**src/rtl/imp_meas_pkg.sv**
```systemverilog
// Shared definitions for the impedance-measurement FFT path: sweep FSM states
// and default datapath widths.
package imp_meas_pkg;

  localparam int DEF_FFT_LEN    = 2048;
  localparam int DEF_FTW_W      = 32;
  localparam int DEF_ADDR_W     = $clog2(DEF_FFT_LEN);
  localparam int DEF_CNT_W      = 16;
  localparam int DEF_N_MAX      = 64;
  localparam int DEF_RST_CYCLES = 4;

  typedef enum logic [2:0] {
    S_IDLE,
    S_LOAD,
    S_SETTLE,
    S_FRST,
    S_WAIT,
    S_STORE,
    S_NEXT
  } sweep_state_e;

endpackage

```
**src/rtl/fft_sweep_control_if.sv**
```systemverilog
// Host/FFT-side signal bundle of the sweep scheduler; master drives the
// configuration and fft_done, slave is the scheduler itself.
interface fft_sweep_control_if
  import imp_meas_pkg::*;
#(
  parameter int N_MAX  = DEF_N_MAX,
  parameter int FTW_W  = DEF_FTW_W,
  parameter int ADDR_W = DEF_ADDR_W,
  parameter int CNT_W  = DEF_CNT_W
);
  localparam int PIDX_W = $clog2(N_MAX) + 1;

  logic              start;
  logic              abort;
  logic [PIDX_W-1:0] n_points;
  logic [FTW_W-1:0]  ftw_base;
  logic [FTW_W-1:0]  ftw_step;
  logic [ADDR_W-1:0] bin_base;
  logic [ADDR_W-1:0] bin_step;
  logic [CNT_W-1:0]  settle_cycles;
  logic [CNT_W-1:0]  timeout_cycles;
  logic              fft_done;

  logic [FTW_W-1:0]  dds_ftw;
  logic              dds_load;
  logic              fft_reset;
  logic [ADDR_W-1:0] reg_addr;
  logic [PIDX_W-1:0] point_idx;
  logic              result_valid;
  logic              busy;
  logic              sweep_done;
  logic              timeout_err;

  modport master (
    output start, abort, n_points, ftw_base, ftw_step, bin_base, bin_step,
           settle_cycles, timeout_cycles, fft_done,
    input  dds_ftw, dds_load, fft_reset, reg_addr, point_idx, result_valid,
           busy, sweep_done, timeout_err
  );

  modport slave (
    input  start, abort, n_points, ftw_base, ftw_step, bin_base, bin_step,
           settle_cycles, timeout_cycles, fft_done,
    output dds_ftw, dds_load, fft_reset, reg_addr, point_idx, result_valid,
           busy, sweep_done, timeout_err
  );

endinterface

```
**src/rtl/cycle_timer.sv**
```systemverilog
// Loadable down-counter; expired_o is high in the last cycle of a loaded
// interval, so a load of 0 or 1 both give a one-cycle interval.
module cycle_timer #(
  parameter int W = 16
) (
  input  logic         clk,
  input  logic         rst,
  input  logic         load_i,
  input  logic [W-1:0] load_val_i,
  input  logic         tick_i,
  output logic         expired_o
);

  logic [W-1:0] count_q;

  // NOTE: sequential state is written with non-blocking assignments only, so
  // every register samples the pre-edge values of its neighbours.
  always_ff @(posedge clk or posedge rst) begin
    if (rst) begin
      count_q <= '0;
    end else if (load_i) begin
      count_q <= load_val_i;
    end else if (tick_i && count_q != '0) begin
      count_q <= count_q - W'(1);
    end
  end

  assign expired_o = (count_q <= W'(1));

endmodule

```
**src/rtl/fft_sweep_control.sv**
```systemverilog
// Multi-point frequency-sweep scheduler: per point it loads the DDS, settles,
// resets the FFT core, waits for completion and strobes the result.
module fft_sweep_control
  import imp_meas_pkg::*;
#(
  parameter int N_MAX      = DEF_N_MAX,
  parameter int FTW_W      = DEF_FTW_W,
  parameter int ADDR_W     = DEF_ADDR_W,
  parameter int CNT_W      = DEF_CNT_W,
  parameter int RST_CYCLES = DEF_RST_CYCLES
) (
  input logic               clk,
  input logic               rst,
  fft_sweep_control_if.slave bus
);

  localparam int PIDX_W = $clog2(N_MAX) + 1;

  sweep_state_e      state_q;
  logic [PIDX_W-1:0] npts_q;
  logic [FTW_W-1:0]  ftw_step_q;
  logic [ADDR_W-1:0] bin_step_q;
  logic [CNT_W-1:0]  settle_q;
  logic [CNT_W-1:0]  timeout_q;

  logic [FTW_W-1:0]  dds_ftw_q;
  logic              dds_load_q;
  logic              fft_reset_q;
  logic [ADDR_W-1:0] reg_addr_q;
  logic [PIDX_W-1:0] point_idx_q;
  logic              result_valid_q;
  logic              busy_q;
  logic              sweep_done_q;
  logic              timeout_err_q;

  logic [PIDX_W-1:0] npts_d;
  logic              tmr_load_d;
  logic [CNT_W-1:0]  tmr_val_d;
  logic              tmr_expired;

  always_comb begin
    npts_d = bus.n_points;
    if (bus.n_points > PIDX_W'(N_MAX)) npts_d = PIDX_W'(N_MAX);
  end

  // The timer is armed on the edge that enters SETTLE, FRST and WAIT.
  always_comb begin
    // NOTE: defaults first so every path assigns every output; no latches.
    tmr_load_d = 1'b0;
    tmr_val_d  = settle_q;
    unique case (state_q)
      S_LOAD: tmr_load_d = 1'b1;
      S_SETTLE: begin
        tmr_load_d = tmr_expired;
        tmr_val_d  = CNT_W'(RST_CYCLES);
      end
      S_FRST: begin
        tmr_load_d = tmr_expired;
        tmr_val_d  = timeout_q;
      end
      default: ;
    endcase
  end

  cycle_timer #(.W(CNT_W)) u_timer (
    .clk        (clk),
    .rst        (rst),
    .load_i     (tmr_load_d),
    .load_val_i (tmr_val_d),
    .tick_i     (!tmr_load_d),
    .expired_o  (tmr_expired)
  );

  always_ff @(posedge clk or posedge rst) begin
    if (rst) begin
      state_q        <= S_IDLE;
      npts_q         <= '0;
      ftw_step_q     <= '0;
      bin_step_q     <= '0;
      settle_q       <= '0;
      timeout_q      <= '0;
      dds_ftw_q      <= '0;
      dds_load_q     <= 1'b0;
      fft_reset_q    <= 1'b1;
      reg_addr_q     <= '0;
      point_idx_q    <= '0;
      result_valid_q <= 1'b0;
      busy_q         <= 1'b0;
      sweep_done_q   <= 1'b0;
      timeout_err_q  <= 1'b0;
    end else begin
      dds_load_q     <= 1'b0;
      result_valid_q <= 1'b0;
      sweep_done_q   <= 1'b0;

      if (state_q != S_IDLE && bus.abort) begin
        // Idle always holds the FFT core in reset, including after an abort.
        state_q     <= S_IDLE;
        busy_q      <= 1'b0;
        fft_reset_q <= 1'b1;
      end else begin
        unique case (state_q)
          S_IDLE: begin
            if (bus.start) begin
              if (bus.n_points == '0) begin
                sweep_done_q <= 1'b1;
              end else begin
                npts_q        <= npts_d;
                ftw_step_q    <= bus.ftw_step;
                bin_step_q    <= bus.bin_step;
                settle_q      <= bus.settle_cycles;
                timeout_q     <= bus.timeout_cycles;
                dds_ftw_q     <= bus.ftw_base;
                reg_addr_q    <= bus.bin_base;
                point_idx_q   <= '0;
                timeout_err_q <= 1'b0;
                dds_load_q    <= 1'b1;
                fft_reset_q   <= 1'b0;
                busy_q        <= 1'b1;
                state_q       <= S_LOAD;
              end
            end
          end
          S_LOAD: state_q <= S_SETTLE;
          S_SETTLE: begin
            if (tmr_expired) begin
              fft_reset_q <= 1'b1;
              state_q     <= S_FRST;
            end
          end
          S_FRST: begin
            if (tmr_expired) begin
              fft_reset_q <= 1'b0;
              state_q     <= S_WAIT;
            end
          end
          S_WAIT: begin
            if (bus.fft_done) begin
              result_valid_q <= 1'b1;
              state_q        <= S_STORE;
            end else if (timeout_q != '0 && tmr_expired) begin
              timeout_err_q <= 1'b1;
              busy_q        <= 1'b0;
              fft_reset_q   <= 1'b1;
              state_q       <= S_IDLE;
            end
          end
          S_STORE: state_q <= S_NEXT;
          S_NEXT: begin
            if (point_idx_q == npts_q - PIDX_W'(1)) begin
              sweep_done_q <= 1'b1;
              busy_q       <= 1'b0;
              fft_reset_q  <= 1'b1;
              state_q      <= S_IDLE;
            end else begin
              point_idx_q <= point_idx_q + PIDX_W'(1);
              dds_ftw_q   <= dds_ftw_q + ftw_step_q;
              reg_addr_q  <= reg_addr_q + bin_step_q;
              dds_load_q  <= 1'b1;
              state_q     <= S_LOAD;
            end
          end
          default: state_q <= S_IDLE;
        endcase
      end
    end
  end

  assign bus.dds_ftw      = dds_ftw_q;
  assign bus.dds_load     = dds_load_q;
  assign bus.fft_reset    = fft_reset_q;
  assign bus.reg_addr     = reg_addr_q;
  assign bus.point_idx    = point_idx_q;
  assign bus.result_valid = result_valid_q;
  assign bus.busy         = busy_q;
  assign bus.sweep_done   = sweep_done_q;
  assign bus.timeout_err  = timeout_err_q;

endmodule

```
**src/flat_wrapper.sv**
```systemverilog
// flat-port wrapper written by rule: the top's interface ports become plain ports
module fft_sweep_control_flat import imp_meas_pkg::*;
#(
  parameter int N_MAX      = DEF_N_MAX,
  parameter int FTW_W      = DEF_FTW_W,
  parameter int ADDR_W     = DEF_ADDR_W,
  parameter int CNT_W      = DEF_CNT_W,
  parameter int RST_CYCLES = DEF_RST_CYCLES
)
  (clk, rst, bus_start, bus_abort, bus_n_points, bus_ftw_base, bus_ftw_step, bus_bin_base, bus_bin_step, bus_settle_cycles, bus_timeout_cycles, bus_fft_done, bus_dds_ftw, bus_dds_load, bus_fft_reset, bus_reg_addr, bus_point_idx, bus_result_valid, bus_busy, bus_sweep_done, bus_timeout_err);
  fft_sweep_control_if #(.N_MAX(N_MAX), .FTW_W(FTW_W), .ADDR_W(ADDR_W), .CNT_W(CNT_W)) bus_i ();
  input logic clk;
  input logic rst;
  input wire logic [$bits(bus_i.start)-1:0] bus_start;
  input wire logic [$bits(bus_i.abort)-1:0] bus_abort;
  input wire logic [$bits(bus_i.n_points)-1:0] bus_n_points;
  input wire logic [$bits(bus_i.ftw_base)-1:0] bus_ftw_base;
  input wire logic [$bits(bus_i.ftw_step)-1:0] bus_ftw_step;
  input wire logic [$bits(bus_i.bin_base)-1:0] bus_bin_base;
  input wire logic [$bits(bus_i.bin_step)-1:0] bus_bin_step;
  input wire logic [$bits(bus_i.settle_cycles)-1:0] bus_settle_cycles;
  input wire logic [$bits(bus_i.timeout_cycles)-1:0] bus_timeout_cycles;
  input wire logic [$bits(bus_i.fft_done)-1:0] bus_fft_done;
  output wire logic [$bits(bus_i.dds_ftw)-1:0] bus_dds_ftw;
  output wire logic [$bits(bus_i.dds_load)-1:0] bus_dds_load;
  output wire logic [$bits(bus_i.fft_reset)-1:0] bus_fft_reset;
  output wire logic [$bits(bus_i.reg_addr)-1:0] bus_reg_addr;
  output wire logic [$bits(bus_i.point_idx)-1:0] bus_point_idx;
  output wire logic [$bits(bus_i.result_valid)-1:0] bus_result_valid;
  output wire logic [$bits(bus_i.busy)-1:0] bus_busy;
  output wire logic [$bits(bus_i.sweep_done)-1:0] bus_sweep_done;
  output wire logic [$bits(bus_i.timeout_err)-1:0] bus_timeout_err;
  assign bus_i.start = bus_start;
  assign bus_i.abort = bus_abort;
  assign bus_i.n_points = bus_n_points;
  assign bus_i.ftw_base = bus_ftw_base;
  assign bus_i.ftw_step = bus_ftw_step;
  assign bus_i.bin_base = bus_bin_base;
  assign bus_i.bin_step = bus_bin_step;
  assign bus_i.settle_cycles = bus_settle_cycles;
  assign bus_i.timeout_cycles = bus_timeout_cycles;
  assign bus_i.fft_done = bus_fft_done;
  assign bus_dds_ftw = bus_i.dds_ftw;
  assign bus_dds_load = bus_i.dds_load;
  assign bus_fft_reset = bus_i.fft_reset;
  assign bus_reg_addr = bus_i.reg_addr;
  assign bus_point_idx = bus_i.point_idx;
  assign bus_result_valid = bus_i.result_valid;
  assign bus_busy = bus_i.busy;
  assign bus_sweep_done = bus_i.sweep_done;
  assign bus_timeout_err = bus_i.timeout_err;
  fft_sweep_control #(.N_MAX(N_MAX), .FTW_W(FTW_W), .ADDR_W(ADDR_W), .CNT_W(CNT_W), .RST_CYCLES(RST_CYCLES)) u_core (.clk(clk), .rst(rst), .bus(bus_i));
endmodule
```
**config.mk**
```make
export PLATFORM = sky130hd
export DESIGN_NAME = fft_sweep_control_flat
export DESIGN_NICKNAME = d
export VERILOG_FILES = /design/src/rtl/imp_meas_pkg.sv /design/src/rtl/fft_sweep_control_if.sv /design/src/rtl/cycle_timer.sv /design/src/rtl/fft_sweep_control.sv /design/src/flat_wrapper.sv
export SDC_FILE = /design/constraint.sdc
export NUM_CORES = 1
export LEC_CHECK = 0
export ABC_AREA = 1
export BUFFER_PORTS_ARGS = -buffer_cell sky130_fd_sc_hd__buf_2
export CAP_MARGIN = 20
export CORE_MARGIN = 5
export CORE_UTILIZATION = 30
export CTS_CLUSTER_DIAMETER = 100
export DETAILED_ROUTE_END_ITERATION = 8
export PLACE_DENSITY = 0.49
export SLEW_MARGIN = 20
export SYNTH_ARGS = -nofsm -noshare
export SYNTH_HDL_FRONTEND = slang
export SYNTH_HIERARCHICAL = 1
export SYNTH_SLANG_ARGS = --single-unit
```
**constraint.sdc**
```tcl
create_clock -name clk -period 5.7 [get_ports clk]
set_input_delay 1.14 -clock clk [delete_from_list [all_inputs] [get_ports clk]]
set_output_delay 1.14 -clock clk [all_outputs]
set_load 0.005 [all_outputs]
```
After elaboration in Yosys (flattened, before gate mapping)
Cells that the tools add are included.
{"block": "op_classes", "n_addsub": 5, "n_mul": 0, "div": 0, "order_cmp": 2, "n_eq_ne": 20, "n_shift": 0, "muxes": 56, "bitwise": 2, "n_reduce_logical": 21}
{"op": "32-bit two-way mux", "count": 3}
{"op": "32-bit one-hot mux with 2 select lines", "count": 1}
{"op": "11-bit two-way mux", "count": 3}
{"op": "32-bit adder", "count": 1}
{"op": "16-bit two-way mux", "count": 2}
{"op": "16-bit one-hot mux with 2 select lines", "count": 1}
{"op": "16-bit nonzero test", "count": 2}
{"op": "7-bit two-way mux", "count": 4}
{"op": "1-bit two-way mux", "count": 26}
{"op": "11-bit one-hot mux with 2 select lines", "count": 1}
{"op": "3-bit two-way mux", "count": 7}
{"op": "3-bit one-hot mux with 7 select lines", "count": 1}
{"op": "16-bit by 1-bit less-or-equal comparator with 1-bit output, second input constant", "count": 1}
{"op": "16-bit by 1-bit subtractor with 16-bit output, second input constant", "count": 1}
{"op": "7-bit one-hot mux with 2 select lines", "count": 1}
{"op": "3-bit by 1-bit != test with 1-bit output, second input constant", "count": 4}
{"op": "6-bit AND reduction", "count": 2}
{"op": "11-bit adder", "count": 1}
{"op": "5-bit AND reduction", "count": 2}
{"op": "3-bit equality test, second input constant", "count": 3}
{"op": "3-bit by 2-bit != test with 1-bit output, second input constant", "count": 3}
{"op": "2-bit != test, second input constant", "count": 4}
{"op": "1-bit one-hot mux with 2 select lines", "count": 4}
{"op": "8-bit AND reduction", "count": 1}
{"op": "other kinds (21)", "count": 27}
{"block": "word_totals", "regBits": 157, "latch_bits": 0, "ramBits": 0, "romBits": 0, "out_inout_bits": 56, "wordCells": 122, "n_memories": 0}

Logic depth before layout (Yosys ltp)
Gate-level depths: netlist of run 1.
{"block": "logic_depth", "word_depth": 7, "ltp_mapped": 16, "depth_no_buf": 16}

Hierarchy
The synthesis of run 1 kept the hierarchy.
{"module": "fft_sweep_control", "n_inst": 1, "cells_each": 1506, "area_per_inst_um2": 9719.3, "seq_area_each_um2": 3529.6}
{"module": "cycle_timer", "n_inst": 1, "cells_each": 181, "area_per_inst_um2": 1253.7, "seq_area_each_um2": 400.4}

Least setup slack after synthesis of run 1
No wires, ideal clock.
{"block": "synth_timing", "path_kind": "input to register", "start": "input bus_n_points[0]", "end": "register u_core.settle_q[0]", "setup_time_ns": 0.124, "arrival_ns": 2.123, "t_required_ns": 5.576, "slack_ns": 3.453, "cell_stages": 10, "path_buffers": 2, "path_cell_list": "nor2_1 -> nand4_1 -> nor2_1 -> nand2_1 -> nand2_2 -> nor2_8 -> nand2_2 -> buf_4 -> buf_2 -> a21oi_1"}
{"block": "synth_between", "elab_chain_len": 3}
{"item": "start, declared", "line": "flat_wrapper.sv:16", "source": "input wire logic [$bits(bus_i.n_points)-1:0] bus_n_points;"}
{"item": "7-bit logical NOT", "line": "fft_sweep_control.sv:105", "source": "if (bus.n_points == '0) begin"}
{"item": "1-bit inverter (no line)"}
{"item": "4-bit AND reduction (no line)"}
{"item": "end signal, assigned", "line": "fft_sweep_control.sv:111", "source": "settle_q <= bus.settle_cycles;"}
{"item": "end, declared", "line": "fft_sweep_control.sv:23", "source": "logic [CNT_W-1:0] settle_q;"}
No other way between the ends.
A chain may end at the register's enable or synchronous reset.

Worst setup path in the final report of run 1
{"block": "layout_timing", "start": "input bus_n_points[0]", "end": "register u_core.timeout_q[3]"}
{"block": "layout_between", "elab_chain_len": 3}
{"item": "7-bit logical NOT", "line": "fft_sweep_control.sv:105"}
{"item": "1-bit inverter (no line)"}
{"item": "4-bit AND reduction (no line)"}
{"item": "end signal, assigned", "line": "fft_sweep_control.sv:112", "source": "timeout_q <= bus.timeout_cycles;"}
{"item": "end, declared", "line": "fft_sweep_control.sv:24", "source": "logic [CNT_W-1:0] timeout_q;"}
No other way between the ends.

==> flow_metrics.env, run 1 <==
export IMPL_min_path_cells=2
export IMPL_crit_path_max_fanout=64
export IMPL_drc=0
export IMPL_insertedDiodeCount=0
export IMPL_start_util=0.302
export IMPL_start_kind="input pin"
export IMPL_yosys_register_bits=157
export IMPL_worst_pin_slew_ns=1.05
export IMPL_crit_start="bus_n_points[0]"
export IMPL_synth_area_per_cell_um2=6.50
export IMPL_reg2reg_depth=15
export IMPL_clk_pin_slew_worst_paths_ns=0.07
export IMPL_hold_violations=0
export IMPL_yosys_top_cells_area="dfrtp_1 36%, nand2_1 23%, inv_1 7.9%, nand3_1 6.8%, ha_1 5.1%"
export IMPL_first_pass_iters=6
export IMPL_io_buffers=185
export IMPL_final_core_util=0.355
export IMPL_synth_edff_count=0
export IMPL_wl_per_cell_um=15.2
export IMPL_gp_congestion=0.885
export IMPL_dpl_cell_count=2298
export IMPL_grt_max_degree=95
export IMPL_timing_final_crit_period_ns=3.29
export IMPL_p_leak_uw=0.00735
export IMPL_status="complete, no violations"
export IMPL_layout_setup_ws_ns=2.41
export IMPL_core_um2=36300
export IMPL_synth_top_area_cell="dfrtp_1"
export IMPL_post_route_cells_drive_above_1_share=0.141
export IMPL_holdPathEnd="u_core/bus.fft_reset"
export IMPL_ant_nets=0
export IMPL_synthesis_area_um2=11000
export IMPL_area_delta_synth_final_pct=17.5
export IMPL_cts_root_buf="clkbuf_16"
export IMPL_ys_flop_type="dfrtp_1"
export IMPL_min_path_type="reg -> reg"
export IMPL_grt_pass1_vias=10600
export IMPL_yosysSeqAreaShare=0.358
export IMPL_hold_buffers=0
export IMPL_power_density_nw_per_um2=636
export IMPL_antenna_found_initial=0
export IMPL_hold_path_startpoint="u_core/bus.fft_reset"
export IMPL_post_drt_via_cell_ratio=4.64
export IMPL_final_common_cell="nand2_1"
export IMPL_wl_um=35400
export IMPL_arrival_ns=3.59
export IMPL_finalSetupViolations=0
export IMPL_yosys_area_top_type_share=0.356
export IMPL_finalNetCount=2026
export IMPL_setup_tns_final_ns=0
export IMPL_slew_viol_final=0
export IMPL_cts_setup_buffers=0
export IMPL_r2r_start="u_core/npts_q[0]"
export IMPL_rrSetupSlack_ns=2.48
export IMPL_cp_required_ns=6.00
export IMPL_yosys_warnings=6
export IMPL_placed_area_um2=12300
export IMPL_clockBufferDepth=2
export IMPL_reg2reg_to="u_core/bus.dds_ftw[1]"
export IMPL_synthesis_nets=1864
export IMPL_drv_cap=0
export IMPL_fillers=4006
export IMPL_fmax_mhz=304
export IMPL_clock_latency_ns=0.45
export IMPL_cts_tree="done"
export IMPL_period_share=0.577
export IMPL_critical_path_class="in -> reg"
export IMPL_grt_overflow_total=0
export IMPL_die_w_um=201
export IMPL_numCtsBuffers=17
export IMPL_end_kind="register"
export IMPL_grt_setup_unrepaired="false"
export IMPL_max_slew_margin=0.302
export IMPL_syn_inst=1687
export IMPL_async_flop_share=1.00
export IMPL_cts_sinks=157
export IMPL_final_cell_count_no_fill=2330
export IMPL_row_count=70
export IMPL_synth_distinct_cells=45
export IMPL_grt_pass1_wl_um=57000
export IMPL_fin_skew_ns=0.0127
export IMPL_final_cell_area_um2=12900
export IMPL_vias=10800
export IMPL_die_h_um=201
export IMPL_drtIter0Drc=794
export IMPL_h_tree_depth=4
export IMPL_cts_resized=0
export IMPL_grt_usage=0.174
export IMPL_final_cell_mix="671 x nand2_1, 229 x inv_1, 185 x buf_2, 156 x dfrtp_1, 150 x nand3_1"
export IMPL_hpwl_um=26700
export IMPL_pin_count=186
export IMPL_die_area_um2=40500
export IMPL_ir_worst_vdd_mv=0.233
export IMPL_dp_slack_ns=1.87
## kinds of logic after synthesis
kind of cell / after synthesis / share of synthesized area
adders and majority gates: 47 / 0.0550
xor gates and xnor gates: 19 / 0.0152
AOI/OAI and AO/OA: 138 / 0.0688
buffers and inverters: 284 / 0.104
and+or+nand+nor: 1042 / 0.399
DFF: 157 / 0.358
## critical path: stages
cell     delay, ns
buf_2         0.09
nor2_1        0.04
nand4_1       0.07
nor2_1        0.04
nand2_1       0.08
nand2_2       0.10
nor2_8        0.59
nand2_4       0.57
buf_4         0.51
nor2_1        0.19
a21oi_1       0.06
## flip-flops by register name (all words and copies together) (netlist names), 7 cells and up
signal                  cells
u_core/bus.dds_ftw         32
u_core/ftw_step_q          32
u_core/settle_q            16
u_core/timeout_q           16
u_core/u_timer/count_q     16
u_core/bin_step_q          11
u_core/bus.reg_addr        11
u_core/bus.point_idx        7
u_core/npts_q               7
## cell usage after synthesis, types with 3 or more instances
cell        n
o31ai_1     4
or2_2       6
o21ai_2     3
nand3_1   150
nand2_4     3
ha_1       45
buf_6       5
nand3b_1   12
clkbuf_1   19
nand2_2     8
nand2_1   671
inv_2       3
xor2_1      9
nor2_1    145
o22ai_1    15
xnor2_1    10
buf_1       4
o21ai_1     4
nand4_1    21
o21ai_0    35
buf_2      16
dfrtp_1   156
a21oi_1    67
nor3_1      8
inv_1     230
buf_4       6
nor2_4      3
nor2_2      5
## through the flow
stage | power [uW] | hold WS (ns)
after floorplan | 5720 | 0.442
after global placement | 6960 | 0.454
after detailed placement | 7050 | 0.461
after CTS | 8310 | 0.470
after global routing | 9130 | 0.506
final | 8210 | 0.468
## area by class of cell
| type | count | area [um2] | share of cell area |
|---|---|---|---|
| Sequential cell | 157 | 3930 | 0.305 |
| Inverter | 234 | 885 | 0.0686 |
| Timing Repair Buffer | 193 | 986 | 0.0765 |
| Tap cell | 468 | 586 | 0.0454 |
| Multi-Input combinational cell | 1246 | 5910 | 0.458 |
| Clock buffer | 22 | 474 | 0.0368 |
| Clock inverter | 10 | 128 | 0.00990 |
## layer usage
metal / GRT usage / share of wire / vias up
met5: 0 / 0 / -
met2: 0.276 / 0.44 / 239
met4: 0.0466 / 0.015 / 0
met3: 0.0366 / 0.050 / 30
met1: 0.243 / 0.49 / 4969
li1: - / - / 5580
## how the worst max path moves through the flow
stage / slack [ns] / end
2_1_floorplan: 0.78 / u_core/bin_step_q[0]
3_3_place_gp: 1.94 / u_core/npts_q[3]
3_5_place_dp: 1.87 / u_core/npts_q[1]
4_1_cts: 2.37 / u_core/bus.dds_ftw[21]
5_1_grt: 2.11 / u_core/timeout_q[10]
6_report: 2.41 / u_core/timeout_q[3]
## report_power, final
part / internal [uW] / leakage (uW) / switching, uW
clock: 689 / 0.000294 / 517
combinational: 1650 / 0.00515 / 3300
sequential: 1660 / 0.00190 / 391
total: 4000 / 0.00735 / 4210
No activity file was read; power rests on OpenSTA's default activity.
==> inputs of run 2 (changes only) <==
Settings changed: PLACE_DENSITY 0.49 to 0.51.
Clock period 5.7 ns to 2.7 ns, I/O delays scaled along.
==> flow_metrics.env, run 2 (synthesis results as in run 1) <==
export IMPL_p_sw_uw=9100
export IMPL_ir_worst_vdd_mv=0.564
export IMPL_drtIter0Drc=743
export IMPL_combPwrFrac=0.620
export IMPL_final_cell_count_no_fill=2343
export IMPL_p_sw_frac=0.519
export IMPL_finalSetupViolations=0
export IMPL_cts_resized=0
export IMPL_pwr_share_seq=0.247
export IMPL_final_core_util=0.359
export IMPL_finalNetCount=2039
export IMPL_fin_skew_ns=0.0163
export IMPL_die_h_um=201
export IMPL_fmax_mhz=415
export IMPL_die_w_um=201
export IMPL_slew_viol_final=0
export IMPL_crit_buf_inv=2
export IMPL_wl_per_cell_um=15.7
export IMPL_end_kind="register"
export IMPL_cts_tree="done"
export IMPL_timing_final_crit_period_ns=2.41
export IMPL_grt_setup_unrepaired="false"
export IMPL_wl_um=36700
export IMPL_grt_pass1_wl_um=58900
export IMPL_worst_pin_slew_ns=0.740
export IMPL_area_delta_synth_final_pct=18.8
export IMPL_ff_latch_area_um2=3930
export IMPL_max_slew_margin=0.506
export IMPL_status="complete, no violations"
export IMPL_arrival_ns=2.77
export IMPL_hpwl_um=28100
export IMPL_grt_overflow_total=0
export IMPL_grt_pass1_vias=10800
export IMPL_crit_start="u_core/bus.dds_ftw[0]"
export IMPL_p_int_uw=8450
export IMPL_power_density_nw_per_um2=1350
export IMPL_period_share=0.893
export IMPL_rrSetupSlack_ns=0.29
export IMPL_hold_violations=0
export IMPL_drc=0
export IMPL_reg2reg_depth=15
export IMPL_h_tree_depth=4
export IMPL_grt_usage=0.181
export IMPL_drv_cap=0
export IMPL_vias=11000
export IMPL_cp_slowest_stage_delay_ns=0.39
export IMPL_hold_worst_slack_ns=0.206
export IMPL_row_count=70
export IMPL_clkPwrFrac=0.133
export IMPL_r2r_start="u_core/bus.dds_ftw[0]"
export IMPL_multi_input_area_um2=5920
export IMPL_worstPathCellList="ha_1 -> inv_1 -> fa_1 -> inv_1 -> nand3_1 -> nand2_2 -> nand2_1 -> nand2_1 -> nand2_1 -> nand2_1 -> nand2_1 -> nand3_1 -> nand3_1 -> nand2_1 -> nand2_1"
export IMPL_cts_root_buf="clkbuf_16"
export IMPL_cts_sinks=157
export IMPL_setup_tns_final_ns=0
export IMPL_min_path_type="in -> async"
export IMPL_start_kind="register"
export IMPL_cts_setup_buffers=0
export IMPL_io_buffers=185
export IMPL_slowest_stage="fa_1"
export IMPL_cp_required_ns=3.06
export IMPL_p_leak_uw=0.00741
export IMPL_clockBufferDepth=2
export IMPL_ant_nets=0
export IMPL_numCtsBuffers=17
export IMPL_path_delay_family="simple AND/OR/NAND/NOR gates"
export IMPL_final_cell_mix="670 x nand2_1, 228 x inv_1, 185 x buf_2, 156 x dfrtp_1, 150 x nand3_1"
export IMPL_die_area_um2=40500
export IMPL_critical_path_class="reg -> reg"
export IMPL_core_um2=36300
export IMPL_start_util=0.302
export IMPL_fillers=4048
export IMPL_post_route_cells_drive_above_1_share=0.149
export IMPL_hold_buffers=0
export IMPL_dpl_cell_count=2311
export IMPL_antenna_found_initial=0
export IMPL_final_common_cell="nand2_1"
export IMPL_grt_max_degree=77
export IMPL_gp_congestion=0.911
export IMPL_first_pass_iters=5
export IMPL_crit_path_max_fanout=4
export IMPL_clock_latency_ns=0.46
export IMPL_post_drt_via_cell_ratio=4.69
export IMPL_pin_count=186
export IMPL_worst_path_most_repeated_cell="nand2_1"
export IMPL_insertedDiodeCount=0
export IMPL_clk_pin_slew_worst_paths_ns=0.07
export IMPL_reg2reg_to="u_core/bus.dds_ftw[28]"
-- run 2: final cells by class --
cell class | instances | area share
clock buffer | 21 | 0.0353
clock inverter | 11 | 0.00643
inverter | 234 | 0.0678
multi-input combinational | 1246 | 0.454
sequential | 157 | 0.301
tap | 468 | 0.0449
timing repair buffer | 206 | 0.0898
-- run 2: how the worst max path moves through the flow --
stage          slack, ns                        end  depth (start not counted)
2_1_floorplan       0.40       u_core/bin_step_q[0]                          1
3_3_place_gp        0.14  u_core/u_timer/count_q[8]                         10
3_5_place_dp        0.03  u_core/u_timer/count_q[0]                         10
4_1_cts             0.02  u_core/u_timer/count_q[0]                         10
5_1_grt             0.04     u_core/bus.dds_ftw[28]                         15
6_report            0.29     u_core/bus.dds_ftw[28]                         15
-- run 2: power groups by stage --
stage / logic, uW / registers (uW) / clock network, uW
3_5_place_dp: 10900 / 4370 / 0
2_1_floorplan: 7900 / 4180 / 0
3_3_place_gp: 10700 / 4350 / 0
6_report: 10900 / 4330 / 2340
4_1_cts: 10900 / 4340 / 2430
5_1_grt: 12500 / 4470 / 2510
-- run 2: metal layers --
layer | global-route usage | part of all wire | vias up
li1 | - | - | 5600
met2 | 0.288 | 0.45 | 252
met5 | 0 | 0 | -
met3 | 0.0306 | 0.041 | 39
met1 | 0.255 | 0.49 | 5106
met4 | 0.0527 | 0.020 | 0
-- run 2: per-stage QoR --
stage          power, uW  area (um2)  setup slack [ns]
3_3_place_gp       15100       12500             0.136
4_1_cts            17700       13000            0.0212
2_1_floorplan      12100       11000             0.398
3_5_place_dp       15200       12500            0.0301
5_1_grt            19500       13000            0.0406
6_report           17500       13000             0.290
==> inputs of run 3 (changes only) <==
--- a/config.mk
+++ b/config.mk
@@ -9,3 +9,3 @@
 export BUFFER_PORTS_ARGS = -buffer_cell sky130_fd_sc_hd__buf_2
-export CAP_MARGIN = 20
+export CAP_MARGIN = 10
 export CORE_MARGIN = 5
@@ -14,3 +14,3 @@
 export DETAILED_ROUTE_END_ITERATION = 8
-export PLACE_DENSITY = 0.51
+export PLACE_DENSITY = 0.49
 export SLEW_MARGIN = 20
==> constraint.sdc (replaced) <==
create_clock -name clk -period 2.8 [get_ports clk]
set_input_delay 0.42 -clock clk [delete_from_list [all_inputs] [get_ports clk]]
set_output_delay 0.42 -clock clk [all_outputs]
set_load 0.005 [all_outputs]
==> flow_metrics.env, run 3 (synthesis results as in run 1) <==
export IMPL_ir_worst_vdd_mv=0.893
export IMPL_fin_skew_ns=0.0138
export IMPL_die_h_um=201
export IMPL_gp_congestion=0.893
export IMPL_final_cell_area_um2=13000
export IMPL_worst_pin_slew_ns=0.671
export IMPL_power_density_nw_per_um2=1310
export IMPL_grt_max_degree=67
export IMPL_clk_pin_slew_worst_paths_ns=0.07
export IMPL_hold_violations=0
export IMPL_placed_area_um2=12400
export IMPL_cts_root_buf="clkbuf_16"
export IMPL_grt_usage=0.178
export IMPL_reg2reg_to="u_core/bus.dds_ftw[28]"
export IMPL_setup_tns_final_ns=0
export IMPL_rrSetupSlack_ns=0.34
export IMPL_wl_um=35900
export IMPL_slew_viol_final=0
export IMPL_timing_final_crit_period_ns=2.46
export IMPL_end_kind="register"
export IMPL_post_drt_via_cell_ratio=4.63
export IMPL_r2r_start="u_core/bus.dds_ftw[0]"
export IMPL_critical_path_class="reg -> reg"
export IMPL_cp_slowest_stage_delay_ns=0.38
export IMPL_die_w_um=201
export IMPL_cts_setup_buffers=0
export IMPL_insertedDiodeCount=0
export IMPL_numCtsBuffers=17
export IMPL_period_share=0.877
export IMPL_final_cell_mix="671 x nand2_1, 228 x inv_1, 185 x buf_2, 156 x dfrtp_1, 150 x nand3_1"
export IMPL_min_path_type="in -> async"
export IMPL_h_tree_depth=4
export IMPL_crit_path_max_fanout=4
export IMPL_vias=10800
export IMPL_first_pass_iters=5
export IMPL_cp_required_ns=3.15
export IMPL_cts_sinks=157
export IMPL_final_common_cell="nand2_1"
export IMPL_ant_nets=0
export IMPL_wl_per_cell_um=15.4
export IMPL_finalSetupViolations=0
export IMPL_multi_input_area_um2=5910
export IMPL_arrival_ns=2.80
export IMPL_row_count=70
export IMPL_core_um2=36300
export IMPL_worst_path_most_repeated_cell="nand2_1"
export IMPL_clock_latency_ns=0.45
export IMPL_fmax_mhz=407
export IMPL_status="complete, no violations"
export IMPL_pin_count=186
export IMPL_io_buffers=185
export IMPL_slowest_stage="fa_1"
export IMPL_antenna_found_initial=0
export IMPL_p_leak_uw=0.00739
export IMPL_grt_pass1_vias=10500
export IMPL_cts_resized=0
export IMPL_start_kind="register"
export IMPL_post_route_cells_drive_above_1_share=0.147
export IMPL_clockBufferDepth=2
export IMPL_ff_latch_area_um2=3930
export IMPL_finalNetCount=2033
export IMPL_final_core_util=0.358
export IMPL_grt_pass1_wl_um=58200
export IMPL_reg2reg_depth=15
export IMPL_max_slew_margin=0.552
export IMPL_fillers=3965
export IMPL_die_area_um2=40500
export IMPL_drc=0
export IMPL_drv_cap=0
export IMPL_worstPathCellList="ha_1 -> inv_1 -> fa_1 -> inv_1 -> nand3_1 -> nand2_1 -> nand2_1 -> nand2_1 -> nand2_1 -> nand2_1 -> nand2_1 -> nand3_1 -> nand3_1 -> nand2_1 -> nand2_1"
export IMPL_drtIter0Drc=738
export IMPL_hpwl_um=27300
export IMPL_area_delta_synth_final_pct=18.5
export IMPL_start_util=0.302
export IMPL_cts_tree="done"
export IMPL_grt_setup_unrepaired="false"
export IMPL_hold_buffers=0
export IMPL_grt_overflow_total=0
-- run 3: changes by cell type in the layout (fill, tap and decap cells not counted) --
cell / before / now
nand2_1: 670 / 671
clkbuf_1: 2 / 0
o22ai_1: 14 / 15
clkinv_2: 3 / 4
inv_4: 0 / 1
buf_4: 14 / 11
inv_2: 4 / 3
clkinvlp_4: 5 / 3
clkbuf_8: 2 / 1
o22ai_2: 1 / 0
nand2_2: 8 / 7
inv_8: 0 / 2
buf_12: 7 / 4
bufinv_16: 0 / 2
-- run 3: worst max-delay path by stage --
| stage | cells after the start | from | slack, ns | endpoint |
|---|---|---|---|---|
| after floorplan | 1 | rst | 0.62 | u_core/bin_step_q[0] |
| after global routing | 15 | u_core/bus.dds_ftw[0] | 0.06 | u_core/bus.dds_ftw[28] |
| after detailed placement | 11 | u_core/u_timer/count_q[0] | 0.18 | u_core/u_timer/count_q[3] |
| after CTS | 11 | u_core/u_timer/count_q[0] | 0.17 | u_core/u_timer/count_q[8] |
| final | 15 | u_core/bus.dds_ftw[0] | 0.34 | u_core/bus.dds_ftw[28] |
| after global placement | 11 | u_core/u_timer/count_q[0] | 0.27 | u_core/u_timer/count_q[0] |
-- run 3: layout make-up --
| cell class | instances | share of cell area |
|---|---|---|
| tap | 468 | 0.0450 |
| timing repair buffer | 200 | 0.0837 |
| clock inverter | 14 | 0.0120 |
| clock buffer | 18 | 0.0338 |
| inverter | 234 | 0.0681 |
| multi-input combinational | 1246 | 0.455 |
| sequential | 157 | 0.302 |
-- run 3: layer usage --
metal  track usage  routed length (um)  vias up
li1              -                   -     5600
met1         0.264               18500     4950
met2         0.271               15500      240
met3        0.0297                1440       25
met4        0.0422                 496        0
met5             0                   0        -
-- run 3: metrics by stage --
stage	power [uW]	setup WS [ns]	instances	hold slack (ns)
2_1_floorplan	11600	0.618	1687	0.334
3_3_place_gp	14400	0.268	2305	0.457
3_5_place_dp	14600	0.180	2305	0.459
4_1_cts	17100	0.172	2337	0.0107
5_1_grt	18800	0.0600	2337	0.0379
6_report	17000	0.345	2337	0.0230
-- run 3: power by group --
part	internal (uW)	switching [uW]	leakage [uW]	total [uW]
sequential	3380	778	0.00190	4160
clock	1360	1110	0.000291	2470
combinational	3470	6860	0.00519	10300
total	8210	8750	0.00739	17000
-- run 3: worst max-delay path: cells and delay by family, from the launching register on --
| family | cells | cell delay (ns) |
|---|---|---|
| flops | 1 | 0.37 |
| buf+inv | 2 | 0.22 |
| simple gates | 11 | 1.16 |
| fa+ha+maj | 2 | 0.59 |
